--- src/rtl/laser_drop_word_queue_pkg.sv ---
// Types and defaults shared by the LaserDrop transmit and receive queues.
package laser_drop_pkg;

    typedef logic [7:0]  byte_t;
    typedef logic [15:0] word_t;

    localparam int    LD_QUEUE_DEPTH = 64;
    localparam byte_t LD_PAD_BYTE    = 8'h00;

endpackage

--- src/rtl/laser_drop_word_queue.sv ---
// LaserDrop receive queue: bytes in from the laser path, 16-bit low-byte-first
// words out to the host. A flush pads an odd trailing byte so it can drain.
module laser_drop_word_queue
    import laser_drop_pkg::*;
#(
    parameter int    DEPTH = LD_QUEUE_DEPTH,
    parameter byte_t PAD   = LD_PAD_BYTE
) (
    input  logic        clock,
    input  logic        reset,
    input  logic        clear,
    input  logic [7:0]  D,
    input  logic        load,
    input  logic        read,
    input  logic        flush,
    output logic [15:0] Q,
    output logic [7:0]  size,
    output logic        empty,
    output logic        full,
    output logic        dropped
);

    localparam int AW = $clog2(DEPTH);
    localparam int SW = AW + 1;

    localparam logic [AW-1:0] PTR_ONE  = AW'(1);
    localparam logic [AW-1:0] PTR_TWO  = AW'(2);
    localparam logic [SW-1:0] CNT_ZERO = SW'(0);
    localparam logic [SW-1:0] CNT_ONE  = SW'(1);
    localparam logic [SW-1:0] CNT_TWO  = SW'(2);
    localparam logic [SW-1:0] CNT_FULL = SW'(DEPTH);

    logic [DEPTH-1:0][7:0] mem_q, mem_d;
    logic [AW-1:0]         rd_q, rd_d;
    logic [AW-1:0]         wr_q, wr_d;
    logic [SW-1:0]         size_q, size_d;
    logic                  dropped_q, dropped_d;

    logic full_s;
    logic empty_s;
    logic load_ok;
    logic read_ok;
    logic flush_ok;
    logic flush_rej;
    logic wr_en;
    byte_t wr_data;

    // Acceptance is judged purely on pre-edge state, independently per request.
    assign full_s    = (size_q == CNT_FULL);
    assign empty_s   = (size_q < CNT_TWO);
    assign load_ok   = load & ~full_s;
    assign read_ok   = read & ~empty_s;
    assign flush_ok  = flush & ~load & size_q[0];
    assign flush_rej = flush & load;
    assign wr_en     = load_ok | flush_ok;
    assign wr_data   = load_ok ? D : PAD;

    // read pointer is always even, so OR-ing in bit 0 addresses the high byte.
    assign Q       = {mem_q[rd_q | PTR_ONE], mem_q[rd_q]};
    assign size    = 8'(size_q);
    assign empty   = empty_s;
    assign full    = full_s;
    assign dropped = dropped_q;

    // Next-state for storage, pointers, fill count and the drop pulse.
    always_comb begin
        mem_d     = mem_q;
        rd_d      = rd_q;
        wr_d      = wr_q;
        size_d    = size_q;
        dropped_d = 1'b0;
        if (clear) begin
            mem_d  = '0;
            rd_d   = '0;
            wr_d   = '0;
            size_d = CNT_ZERO;
        end else begin
            if (wr_en) begin
                mem_d[wr_q] = wr_data;
                wr_d        = wr_q + PTR_ONE;
            end else begin
                wr_d = wr_q;
            end
            if (read_ok) begin
                rd_d = rd_q + PTR_TWO;
            end else begin
                rd_d = rd_q;
            end
            size_d    = size_q + (wr_en ? CNT_ONE : CNT_ZERO)
                               - (read_ok ? CNT_TWO : CNT_ZERO);
            dropped_d = (load & full_s) | flush_rej;
        end
    end

    // State registers with asynchronous reset.
    always_ff @(posedge clock or posedge reset) begin
        if (reset) begin
            mem_q     <= '0;
            rd_q      <= '0;
            wr_q      <= '0;
            size_q    <= CNT_ZERO;
            dropped_q <= 1'b0;
        end else begin
            mem_q     <= mem_d;
            rd_q      <= rd_d;
            wr_q      <= wr_d;
            size_q    <= size_d;
            dropped_q <= dropped_d;
        end
    end

endmodule

--- config.mk ---
export PLATFORM = sky130hd
export DESIGN_NAME = laser_drop_word_queue
export DESIGN_NICKNAME = d
export VERILOG_FILES = /design/src/rtl/laser_drop_word_queue_pkg.sv /design/src/rtl/laser_drop_word_queue.sv
export SDC_FILE = /design/constraint.sdc
export NUM_CORES = 1
export LEC_CHECK = 0
export CAP_MARGIN = 20
export CORE_MARGIN = 3
export CORE_UTILIZATION = 45
export DETAILED_ROUTE_END_ITERATION = 10
export PLACE_DENSITY = 0.58
export SLEW_MARGIN = 10
export SYNTH_ARGS = -nofsm -noshare
export SYNTH_HDL_FRONTEND = slang
export SYNTH_SLANG_ARGS = --single-unit
export TNS_END_PERCENT = 20
--- constraint.sdc ---
create_clock -name clock -period 28.1 [get_ports clock]
set_clock_uncertainty 0.1 [all_clocks]
set_input_delay 7.025 -clock clock [delete_from_list [all_inputs] [get_ports clock]]
set_output_delay 7.025 -clock clock [all_outputs]
set_load 0.01 [all_outputs]
After elaboration in Yosys (flattened, before gate mapping)
Index checks and enable logic that the tools add are counted.
- reduce and logical (&&, ||, !) cells: 3
- multiplexer cells: 18
- $lt $le $gt $ge: 5
- equality and inequality tests: 1
- bitwise operators: 11
- add/subtract/negate cells: 4
- operator list (operator ; number):
    $mux 512 ; 2
    $bwmux 512 ; 1
    $bmux 8 s6 ; 1
    $demux 8 s6 ; 1
    $bmux 8 s5 ; 1
    $mux 8 ; 4
    $mux 6 ; 4
    $lt 6x7->1 const B ; 3
    $add 7x1->7 ; 1
    $eq 7x7->1 const B ; 1
    $lt 7x2->1 const B ; 1
    $mux 7 ; 1
    $sub 7x2->7 ; 1
    $add 6x1->6 const B ; 1
    $add 6x2->6 const B ; 1
    $and 1x1->1 ; 6
    $ge 6x1->1 const B ; 1
    $reduce_bool 2->1 ; 2
    $not 1->1 ; 3
    $mux 1 ; 2
    $mux 2 ; 1
    $or 1x1->1 ; 2
    $logic_and 1x1->1 ; 1
- bits in registers: 532
- output and inout bits: 27
- logic and storage cells: 110
- input port bits: 14

Logic depth before layout (Yosys ltp)
Gate-level depths: netlist of run 1.
- depth in word-level cells: 8
- depth in mapped cells: 15
- depth with buffers taken out: 13

Worst setup path after synthesis of run 1
No wires, ideal clock.
- path type: register -> output
- start: reg rd_q[1]
- end: out Q[0]
- slack: 18.998 ns
- path buffers: 2
- required time: 20.975 ns
- data arrival time: 1.977 ns
- cell stages (with the launch flop): 7
- cell sequence: dfrtp_1 -> buf_2 -> buf_2 -> mux4_2 -> a22o_1 -> a2111oi_0 -> a21oi_1
- cells in the longest elaborated chain, start to end: 2
- RTL lines (element ; RTL line ; text):
    start: declaration ; laser_drop_word_queue.sv:34 ; logic [AW-1:0] rd_q, rd_d;
    start signal: assignment ; laser_drop_word_queue.sv:105 ; rd_q <= rd_d;
    $bmux 8 s6 ; laser_drop_word_queue.sv:59 ; assign Q = {mem_q[rd_q | PTR_ONE], mem_q[rd_q]};
    $mux 8 (not written as such) ; laser_drop_word_queue.sv:59 ;
    end: declaration ; laser_drop_word_queue.sv:16 ; output logic [15:0] Q,
Every way passes these cells. The select of a mux whose other input is x is not followed.

Worst setup path in the final report of run 1
- start: reg rd_q[1]
- end: out Q[5]
Same word-level chain as after synthesis.

==> results.md, run 1 <==
- Status: finished clean
- DIE AREA: 57,110 um2
- Hold endpoint: mem_q[177]$_DFFE_PP0P_
- # DRC: 0
- GRT Residual Overflow: 0
- Met3 Use GR: 5.838%
- Setup Fix Bufs, Post-CTS: 0
- Min-Delay Path Class: reg2reg
- Starting DRT DRC Count: 1,689
- Core area: 53,180 um2
- Antenna violations before repair: 3
- Reg2reg start: size_q[6]$_DFF_PP0_
- Finish-stage setup viols: 0
- Area grow syn2layout: 11.94%
- Leak pwr: 11.10 nW
- Power per Cell Area: 71.64 nW/um2
- Max VDD drop: 0.03966 mV
- First-pass GRT wire length: 121,400 um
- Share of cells above drive strength 1: 15.13%
- CP endpoint kind: output pin
- Count of cell types in the netlist: 66
- Root buf cell: clkbuf_16
- Clock transition at the registers of the reported paths: 0.06 ns
- CP Launch Type: flop
- Gate count of the mapped netlist: 1,862
- Crit Path Class: reg2out
- Critical path's largest stage delay: 0.87 ns
- Post_cts resized: 0
- Ports: 41
- Slew Limit Fails: 0
- Max_cap viols: 0
- GR Layer Usage met2: 42.59%
- Fin Hold WS: 0.3843 ns
- Most frequent cell after synthesis: dfrtp_1
- Crit path from: rd_q[1]$_DFFE_PP0N_
- Gr usage total: 28.28%
- RSZ-0062 raised after global routing: false
- FF-to-FF setup slack: 24.66 ns
- Worst-margin pin slew: 1.100 ns
- Final HPWL DP: 49,150 um
- Fillers: 4,518
- EDFF count, synth: 0
- Main synth FF type: dfrtp_1
- CTS sink count: 531
- Vias per cell: 6.863
- WP data required: 20.98 ns
- DR vias: 17,780
- Diode count: 0
- Met1 Use GR: 40.28%
- Final net count: 1,887
- Clk_lat worst skew: 0.62 ns
- Drt pass-1 iters: 5
- Placed cells: 2,482
- Syn nets: 1,891
- Final Hold Vio Count: 0
- Starting Density: 45.93%
- CTS tree: yes
- Crit-path max FO: 36
- Port Buf Inserts: 39
- CP bufs+invs: 2
- Avg WL per Cell: 30.76 um
- Max Freq: 84.83 MHz
- Max Root-Sink Buffers: 3
- Top cell type's share of synthesized area: 54.40%
- Syn. warnings: 0
- H-tree Lvls: 2
- Fin crit period: 11.79 ns
- Die width: 239.0 um
- Routability cong.: 0.8405
- Critical path cell sequence: buf_4 > mux4_2 > a22o_1 > a2111oi_0 > a21oi_1 > clkdlybuf4s50_1
- Worst Min Path Start: mem_q[177]$_DFFE_PP0P_
- # hold bufs at CTS: 0
- CTS Buf Count: 57
- Rows: 84
- Total power: 1.959 mW
- Largest net degree at the start of global routing: 99
- Final period util: 41.95%
- Crit path max-delay family: compound AO/OA/AOI/OAI gates
- Sequential element share of the synthesized area: 54.40%
- Post-synthesis register bit count: 531
- Min-Delay Path Depth: 1
- Final WL: 79,690 um
- Main area contributors after synthesis: dfrtp_1, o2bb2ai_1, mux4_2
- Global route hottest layer: met2
- Post-synth top cells: dfrtp_1, o2bb2ai_1, nor2_1, mux4_2, mux2i_1
- Die Y: 239.0 um
- Worst r2r path cells: 13
- Relative slew margins: 26.12%
- Crit-path slowest cell: dfrtp_4
- Worst Path Arrival: 4.66 ns
- Yosys top cell by area: dfrtp_1
- Non-Filler Instances: 2,591
- Vias in the first global route: 18,120
- Setup TNS: 0 ns
- Async SR Flop Fraction: 100.0%
- Syn Std Cell Area: 24,430 um2
- Final ANT Viol Nets: 0
- FF-to-FF End: size_q[6]$_DFF_PP0_
- Syn avg cell area: 13.12 um2
sequential cells by signal, indices dropped and copies added, names as in the netlist:
signal / cells
dropped: 1
mem_q: 512
rd_q: 5
wr_q: 6
size_q: 7
report_power, final:
group | total, mW | internal [mW] | switching, mW
clock network | 0.787 | 0.469 | 0.318
logic | 0.371 | 0.123 | 0.248
registers | 0.801 | 0.776 | 0.0253
stage by stage:
stage | util, % | worst slack, ns | area (um2)
floorplan | - | 6.136 | 24430
global placement | 47.60 | 16.93 | 25310
detailed placement | 47.62 | 16.83 | 25330
CTS | 51.26 | 16.13 | 27260
global route | 51.41 | 16.13 | 27340
finish | 51.41 | 16.31 | 27340
routing by layer:
metal / share of wire (%) / up-vias
met5: 0.016 / -
met4: 4.3 / 2
met3: 7.7 / 193
met2: 45 / 821
met1: 43 / 9338
li1: - / 7428
cell usage in the layout (no fill, tap or decap), types with 13 or more instances in the layout:
cell / synthesis / final
o2bb2ai_1: 394 / 394
mux2i_1: 81 / 81
a2111oi_0: 16 / 16
inv_1: 15 / 14
a22o_1: 58 / 58
nor2_1: 103 / 102
nand2_1: 62 / 62
dfrtp_1: 531 / 527
buf_4: 10 / 44
clkdlybuf4s50_1: 0 / 38
ha_1: 15 / 15
o22ai_1: 15 / 15
a21oi_1: 77 / 76
a21oi_2: 12 / 13
mux4_2: 96 / 96
a22oi_1: 72 / 72
clkbuf_8: 0 / 16
clkbuf_1: 57 / 15
clkbuf_16: 0 / 57
o221ai_1: 16 / 16
logic make-up (layout without fill, tap and decap cells):
group / Yosys count / count (layout) / share of synthesized area, %
AO/OA/AOI/OAI: 723 / 723 / 24.43
XOR/XNOR: 6 / 6 / 0.2151
adder cells (fa/ha/maj): 15 / 15 / 0.7684
buffers and inverters: 167 / 208 / 3.232
flip-flops: 531 / 531 / 54.40
multiplexers: 181 / 181 / 12.36
other: 1 / 1 / 0.01535
AND/OR/NAND/NOR: 238 / 238 / 4.579
layout make-up:
class,count,area (um2),share of cell area (%)
Tap cell,688,860.8,3.148
Clock buffer,88,1703,6.228
Sequential cell,531,13300,48.63
Timing Repair Buffer,89,807.0,2.952
Inverter,15,63.81,0.2334
Clock inverter,16,234.0,0.8557
Multi-Input combinational cell,1164,10380,37.95
worst max path at each step:
stage / end / slack, ns / cells after the start
CTS: Q[3] / 16.13 / 6
global route: Q[9] / 16.13 / 6
detailed placement: Q[3] / 16.83 / 6
floorplan: dropped$_DFF_PP0_ / 6.14 / 1
finish: Q[5] / 16.31 / 6
global placement: Q[3] / 16.93 / 6
(Power assumes the default switching activity.)
==> run 2, diff against run 1 <==
clock period = 12.18 ns   (was 28.1 ns; I/O delays follow)
==> results.md, run 2 (synthesized netlist as in run 1, its figures left out) <==
- Status: finished clean
- Non-Filler Instances: 2,586 (-0.19%)
- RSZ-0062 raised after global routing: false
- Vias in the first global route: 18,100 (-0.13%)
- CP Launch Type: flop
- Clock transition at the registers of the reported paths: 0.06 ns (about the same)
- Ports: 41 (unchanged)
- Combinational power share: 19.3% (+0.4 points)
- Area of the multi-input gates: 10,370 um2 (about the same)
- Int Power: 3.081 mW (+130%)
- Max Freq: 128.7 MHz
- Starting DRT DRC Count: 1,674 (-0.89%)
- Worst Path Arrival: 4.63 ns (-0.03 ns)
- # hold bufs at CTS: 0 (unchanged)
- Max_cap viols: 0 (unchanged)
- Clk_lat worst skew: 0.64 ns (+0.02 ns)
- Crit-path max FO: 97 (+170%)
- Share of cells above drive strength 1: 14.86% (-0.28 points)
- Most frequent cells in the layout: dfrtp_1, o2bb2ai_1, nor2_1
- Final WL: 77,940 um (-2.2%)
- Max Root-Sink Buffers: 3 (unchanged)
- Power per Cell Area: 163.2 nW/um2 (+130%)
- Worst r2r path cells: 13 (unchanged)
- Post_cts resized: 0 (unchanged)
- NetSw: 1.357 mW (+130%)
- Setup TNS: 0 ns (unchanged)
- Diode count: 0 (unchanged)
- Avg WL per Cell: 30.14 um (-2.0%)
- # DRC: 0 (unchanged)
- Critical path's largest stage delay: 1.03 ns (+0.16 ns)
- CTS sink count: 531 (unchanged)
- Max VDD drop: 0.1465 mV (+270%)
- First-pass GRT wire length: 119,200 um (-1.8%)
- Vias per cell: 6.829 (-0.50%)
- Drt pass-1 iters: 5 (unchanged)
- Min-Delay Path Class: reg2reg
- Register Area: 13,300 um2 (unchanged)
- Crit-path slowest cell: a2111oi_0
- Leak pwr: 11.01 nW (-0.77%)
- Largest net degree at the start of global routing: 171 (+73%)
- Die width: 239.0 um (unchanged)
- Relative slew margins: 14.70% (-11 points)
- CP endpoint kind: output pin
- Routability cong.: 0.8574 (+2.0%)
- Slew Limit Fails: 0 (unchanged)
- Most common cell after layout, fill and taps aside: dfrtp_1
- Largest register by flop count: mem_q
- Root buf cell: clkbuf_16
- Finish-stage setup viols: 0 (unchanged)
- Rows: 84 (unchanged)
- Setup Fix Bufs, Post-CTS: 0 (unchanged)
- Min-Delay Path Depth: 1 (unchanged)
- Area grow syn2layout: 11.33%
- Crit path max-delay family: compound AO/OA/AOI/OAI gates
- Core Util, Final: 51.13% (-0.28 points)
- CTS Buf Count: 57 (unchanged)
- Max FFs per register: 512 (unchanged)
- Die Y: 239.0 um (unchanged)
- Worst-margin pin slew: 1.247 ns (+0.1475 ns)
- Top flop regs: mem_q x512, size_q x7, wr_q x6
- Crit Path Class: reg2out
- Final Hold Vio Count: 0 (unchanged)
- Final net count: 1,881 (-0.32%)
- Part of the power in registers: 41.4% (+0.5 points)
- DIE AREA: 57,110 um2 (unchanged)
- Crit. path cell count: 6 (unchanged)
- Fin crit period: 7.773 ns
- Sw Share: 30.57% (+0.36 points)
- Fillers: 4,532 (+0.31%)
- CP bufs+invs: 2 (unchanged)
- Antenna violations before repair: 0 (-3)
- GRT Residual Overflow: 0 (unchanged)
- Area after DPL: 25,330 um2 (about the same)
- WP data required: 9.03 ns (-11.95 ns)
- Core area: 53,180 um2 (unchanged)
- H-tree Lvls: 2 (unchanged)
- Final period util: 63.82%
- CTS tree: yes
- Final instance area: 27,190 um2 (-0.55%)
- Clk pwr share: 39.3% (-0.9 points)
- DR vias: 17,660 (-0.69%)
- Gr usage total: 27.49% (-0.79 points)
- Placed cells: 2,479 (-0.12%)
- Port Buf Inserts: 39 (unchanged)
- Final ANT Viol Nets: 0 (unchanged)
- Total power: 4.438 mW (+130%)
- Starting Density: 45.93% (unchanged)
- Final HPWL DP: 48,320 um (-1.7%)
- Critical path cell sequence: buf_12 > mux4_2 > a22o_1 > a2111oi_0 > a21oi_1 > clkdlybuf4s50_1
==> run 2: path summary, 6_finish.rpt <==
path	start	end	slack, ns
max	rd_q[1]$_DFFE_PP0N_	Q[4]	4.41
min	mem_q[51]$_DFFE_PP0P_	mem_q[51]$_DFFE_PP0P_	0.38
max reg2reg	size_q[6]$_DFF_PP0_	size_q[6]$_DFF_PP0_	8.90
min reg2reg	mem_q[51]$_DFFE_PP0P_	mem_q[51]$_DFFE_PP0P_	0.38
max in group asynchronous	reset	rd_q[1]$_DFFE_PP0N_	7.45
min in group asynchronous	reset	mem_q[345]$_DFFE_PP0P_	2.91
==> run 2: power by group through the flow <==
| stage | clock network [mW] | logic, mW | registers, mW |
|---|---|---|---|
| finish | 1.75 | 0.855 | 1.84 |
| global route | 1.84 | 0.911 | 1.84 |
| CTS | 1.77 | 0.853 | 1.84 |
| detailed placement | 0 | 0.852 | 1.87 |
| global placement | 0 | 0.846 | 1.87 |
| floorplan | 0 | 0.599 | 1.84 |
==> run 2: layer usage <==
layer	up-vias	global-route usage (%)	routed length [um]
li1	7396	-	-
met1	9367	39.65	33760
met2	733	42.71	36270
met3	163	4.638	5381
met4	0	9.053	2531
met5	-	0	0
==> run 2: metrics by stage <==
stage	hold WS [ns]	worst slack, ns
5_1_grt	0.3964	4.290
3_5_place_dp	0.3683	5.109
3_3_place_gp	0.3658	5.159
4_1_cts	0.3860	4.459
6_report	0.3824	4.407
2_1_floorplan	0.3509	1.817
==> run 2: final cells by class <==
class	instances	area share, %
sequential	531	48.90
multi-input combinational	1164	38.14
clock buffer	84	5.986
tap	688	3.166
timing repair buffer	83	2.775
clock inverter	21	0.8144
inverter	15	0.2209
==> run 2: worst reg2reg max path: stages, from the launching register on <==
cell and delay [ns]:
dfrtp_1 0.36, buf_4 0.24, inv_1 0.19, ha_1 0.17, a21bo_2 0.25, a21boi_0 0.46, inv_1 0.10, ha_1 0.31
inv_1 0.05, ha_1 0.19, nand2b_1 0.15, a21oi_1 0.30, o21a_1 0.16, o211ai_1 0.12
==> run 3, diff against run 2 <==
PLACE_DENSITY = 0.6   (was 0.58)
clock period = 7 ns   (was 12.18 ns; I/O delays follow)
==> results.md, run 3 (synthesized netlist as in run 1, its figures left out) <==
- Status: finished clean
- Most frequent cells in the layout: dfrtp_1, o2bb2ai_1, nor2_1
- Max Root-Sink Buffers: 3 (unchanged)
- Die width: 239.0 um (unchanged)
- H-tree Lvls: 2 (unchanged)
- Avg WL per Cell: 29.91 um (-0.77%)
- Antenna violations before repair: 0 (unchanged)
- Most common cell after layout, fill and taps aside: dfrtp_1
- Final WL: 77,430 um (-0.65%)
- RSZ-0062 raised after global routing: false
- Largest register by flop count: mem_q
- Fin crit period: 6.301 ns
- CP Launch Type: flop
- Starting Density: 45.93% (unchanged)
- Final net count: 1,883 (+0.11%)
- Core area: 53,180 um2 (unchanged)
- Min-Delay Path Class: reg2reg
- Setup TNS: 0 ns (unchanged)
- Slew Limit Fails: 0 (unchanged)
- Finish-stage setup viols: 0 (unchanged)
- Area grow syn2layout: 12.17%
- Rows: 84 (unchanged)
- Register Area: 13,300 um2 (about the same)
- CTS Buf Count: 57 (unchanged)
- Share of cells above drive strength 1: 15.20% (+0.34 points)
- Power per Cell Area: 288.9 nW/um2 (+77%)
- Top flop regs: mem_q x512, size_q x7, wr_q x6
- CTS sink count: 531 (unchanged)
- Final ANT Viol Nets: 0 (unchanged)
- Max VDD drop: 0.1662 mV (+13%)
- Root buf cell: clkbuf_16
- Leak pwr: 11.12 nW (+0.98%)
- Fillers: 4,498 (-0.75%)
- # hold bufs at CTS: 0 (unchanged)
- Clock transition at the registers of the reported paths: 0.06 ns (about the same)
- Vias per cell: 6.849 (+0.30%)
- Total power: 7.915 mW (+78%)
- Worst-margin pin slew: 1.148 ns (-0.09893 ns)
- Worst Path Arrival: 4.45 ns (-0.18 ns)
- Final period util: 90.02%
- Starting DRT DRC Count: 1,857 (+11%)
- Area of the multi-input gates: 10,370 um2 (unchanged)
- Relative slew margins: 22.86% (+8.2 points)
- Crit-path max FO: 32 (-67%)
- DIE AREA: 57,110 um2 (unchanged)
- Max Freq: 158.7 MHz
- Final HPWL DP: 48,640 um (+0.66%)
- Routability cong.: 0.8577 (about the same)
- Diode count: 0 (unchanged)
- Max FFs per register: 512 (unchanged)
- Crit Path Class: reg2out
- Drt pass-1 iters: 5 (unchanged)
- Core Util, Final: 51.52% (+0.39 points)
- Fin Hold WS: 0.3810 ns (-0.001375 ns)
- Max_cap viols: 0 (unchanged)
- DR vias: 17,730 (+0.41%)
- Ports: 41 (unchanged)
- CP endpoint kind: output pin
- Post_cts resized: 0 (unchanged)
- Die Y: 239.0 um (unchanged)
- Port Buf Inserts: 39 (unchanged)
- Largest net degree at the start of global routing: 174 (+1.8%)
- Vias in the first global route: 17,990 (-0.57%)
- Final Hold Vio Count: 0 (unchanged)
- Setup Fix Bufs, Post-CTS: 0 (unchanged)
- Clk_lat worst skew: 0.62 ns (-0.02 ns)
- WP data required: 5.15 ns (-3.88 ns)
- Gr usage total: 27.40% (-0.092 points)
- First-pass GRT wire length: 118,800 um (-0.31%)
- # DRC: 0 (unchanged)
- GRT Residual Overflow: 0 (unchanged)
- CTS tree: yes
==> run 3: cell types whose count changed in the layout (fill, tap and decap cells not counted), moves of 2 or more <==
cell and delta:
clkbuf_8 +7, clkbuf_1 -5, buf_4 +4, bufinv_16 +3, clkinv_2 -3, buf_2 -2
clkbuf_16 +2
==> run 3: per-stage QoR <==
| stage | setup slack (ns) | cell area, um2 | std cells |
|---|---|---|---|
| after global routing | 0.6114 | 27400 | 2589 |
| after CTS | 0.7692 | 27400 | 2589 |
| after floorplan | -2.068 | 24430 | 1862 |
| after global placement | 1.389 | 25360 | 2482 |
| final | 0.6989 | 27400 | 2589 |
| after detailed placement | 1.453 | 25370 | 2483 |
==> run 3: final timing paths <==
kind / slack (ns) / depth (start not counted) / start / to
setup / recovery: 0.70 / 6 / rd_q[1]$_DFFE_PP0N_ / Q[3]
hold / removal: 0.38 / 1 / mem_q[147]$_DFFE_PP0P_ / mem_q[147]$_DFFE_PP0P_
setup reg to reg: 3.04 / 13 / size_q[6]$_DFF_PP0_ / size_q[5]$_DFF_PP0_
hold reg to reg: 0.38 / 1 / mem_q[147]$_DFFE_PP0P_ / mem_q[147]$_DFFE_PP0P_
max in group asynchronous: 3.84 / 4 / reset / mem_q[130]$_DFFE_PP0P_
min in group asynchronous: 1.37 / 2 / reset / mem_q[348]$_DFFE_PP0P_
==> run 3: critical path, cell delays in order (launching register included) <==
cell and delay [ns]:
dfrtp_4 0.86, buf_4 0.48, mux4_2 0.56, a22o_1 0.27
a2111oi_0 0.74, a21oi_1 0.30, clkdlybuf4s50_1 0.57
==> run 3: area by class of cell <==
| cell class | count | area share (%) |
|---|---|---|
| Timing Repair Buffer | 85 | 2.859 |
| Tap cell | 688 | 3.142 |
| Clock inverter | 18 | 0.9910 |
| Sequential cell | 531 | 48.53 |
| Inverter | 15 | 0.2192 |
| Clock buffer | 88 | 6.407 |
| Multi-Input combinational cell | 1164 | 37.85 |
==> run 3: power breakdown <==
group | leakage [nW] | internal, mW | total [mW] | switching, mW
Clock | 1.00 | 1.97 | 3.24 | 1.26
Combinational | 2.71 | 0.498 | 1.45 | 0.954
Sequential | 7.40 | 3.11 | 3.23 | 0.113
Total | 11.1 | 5.59 | 7.91 | 2.33
==> run 3: metal layers <==
metal	routed length (um)	global-route usage [%]	vias up
li1	-	-	7415
met1	33280	38.98	9415
met2	34870	41.32	734
met3	6084	5.861	168
met4	3202	10.90	0
met5	0	0	-
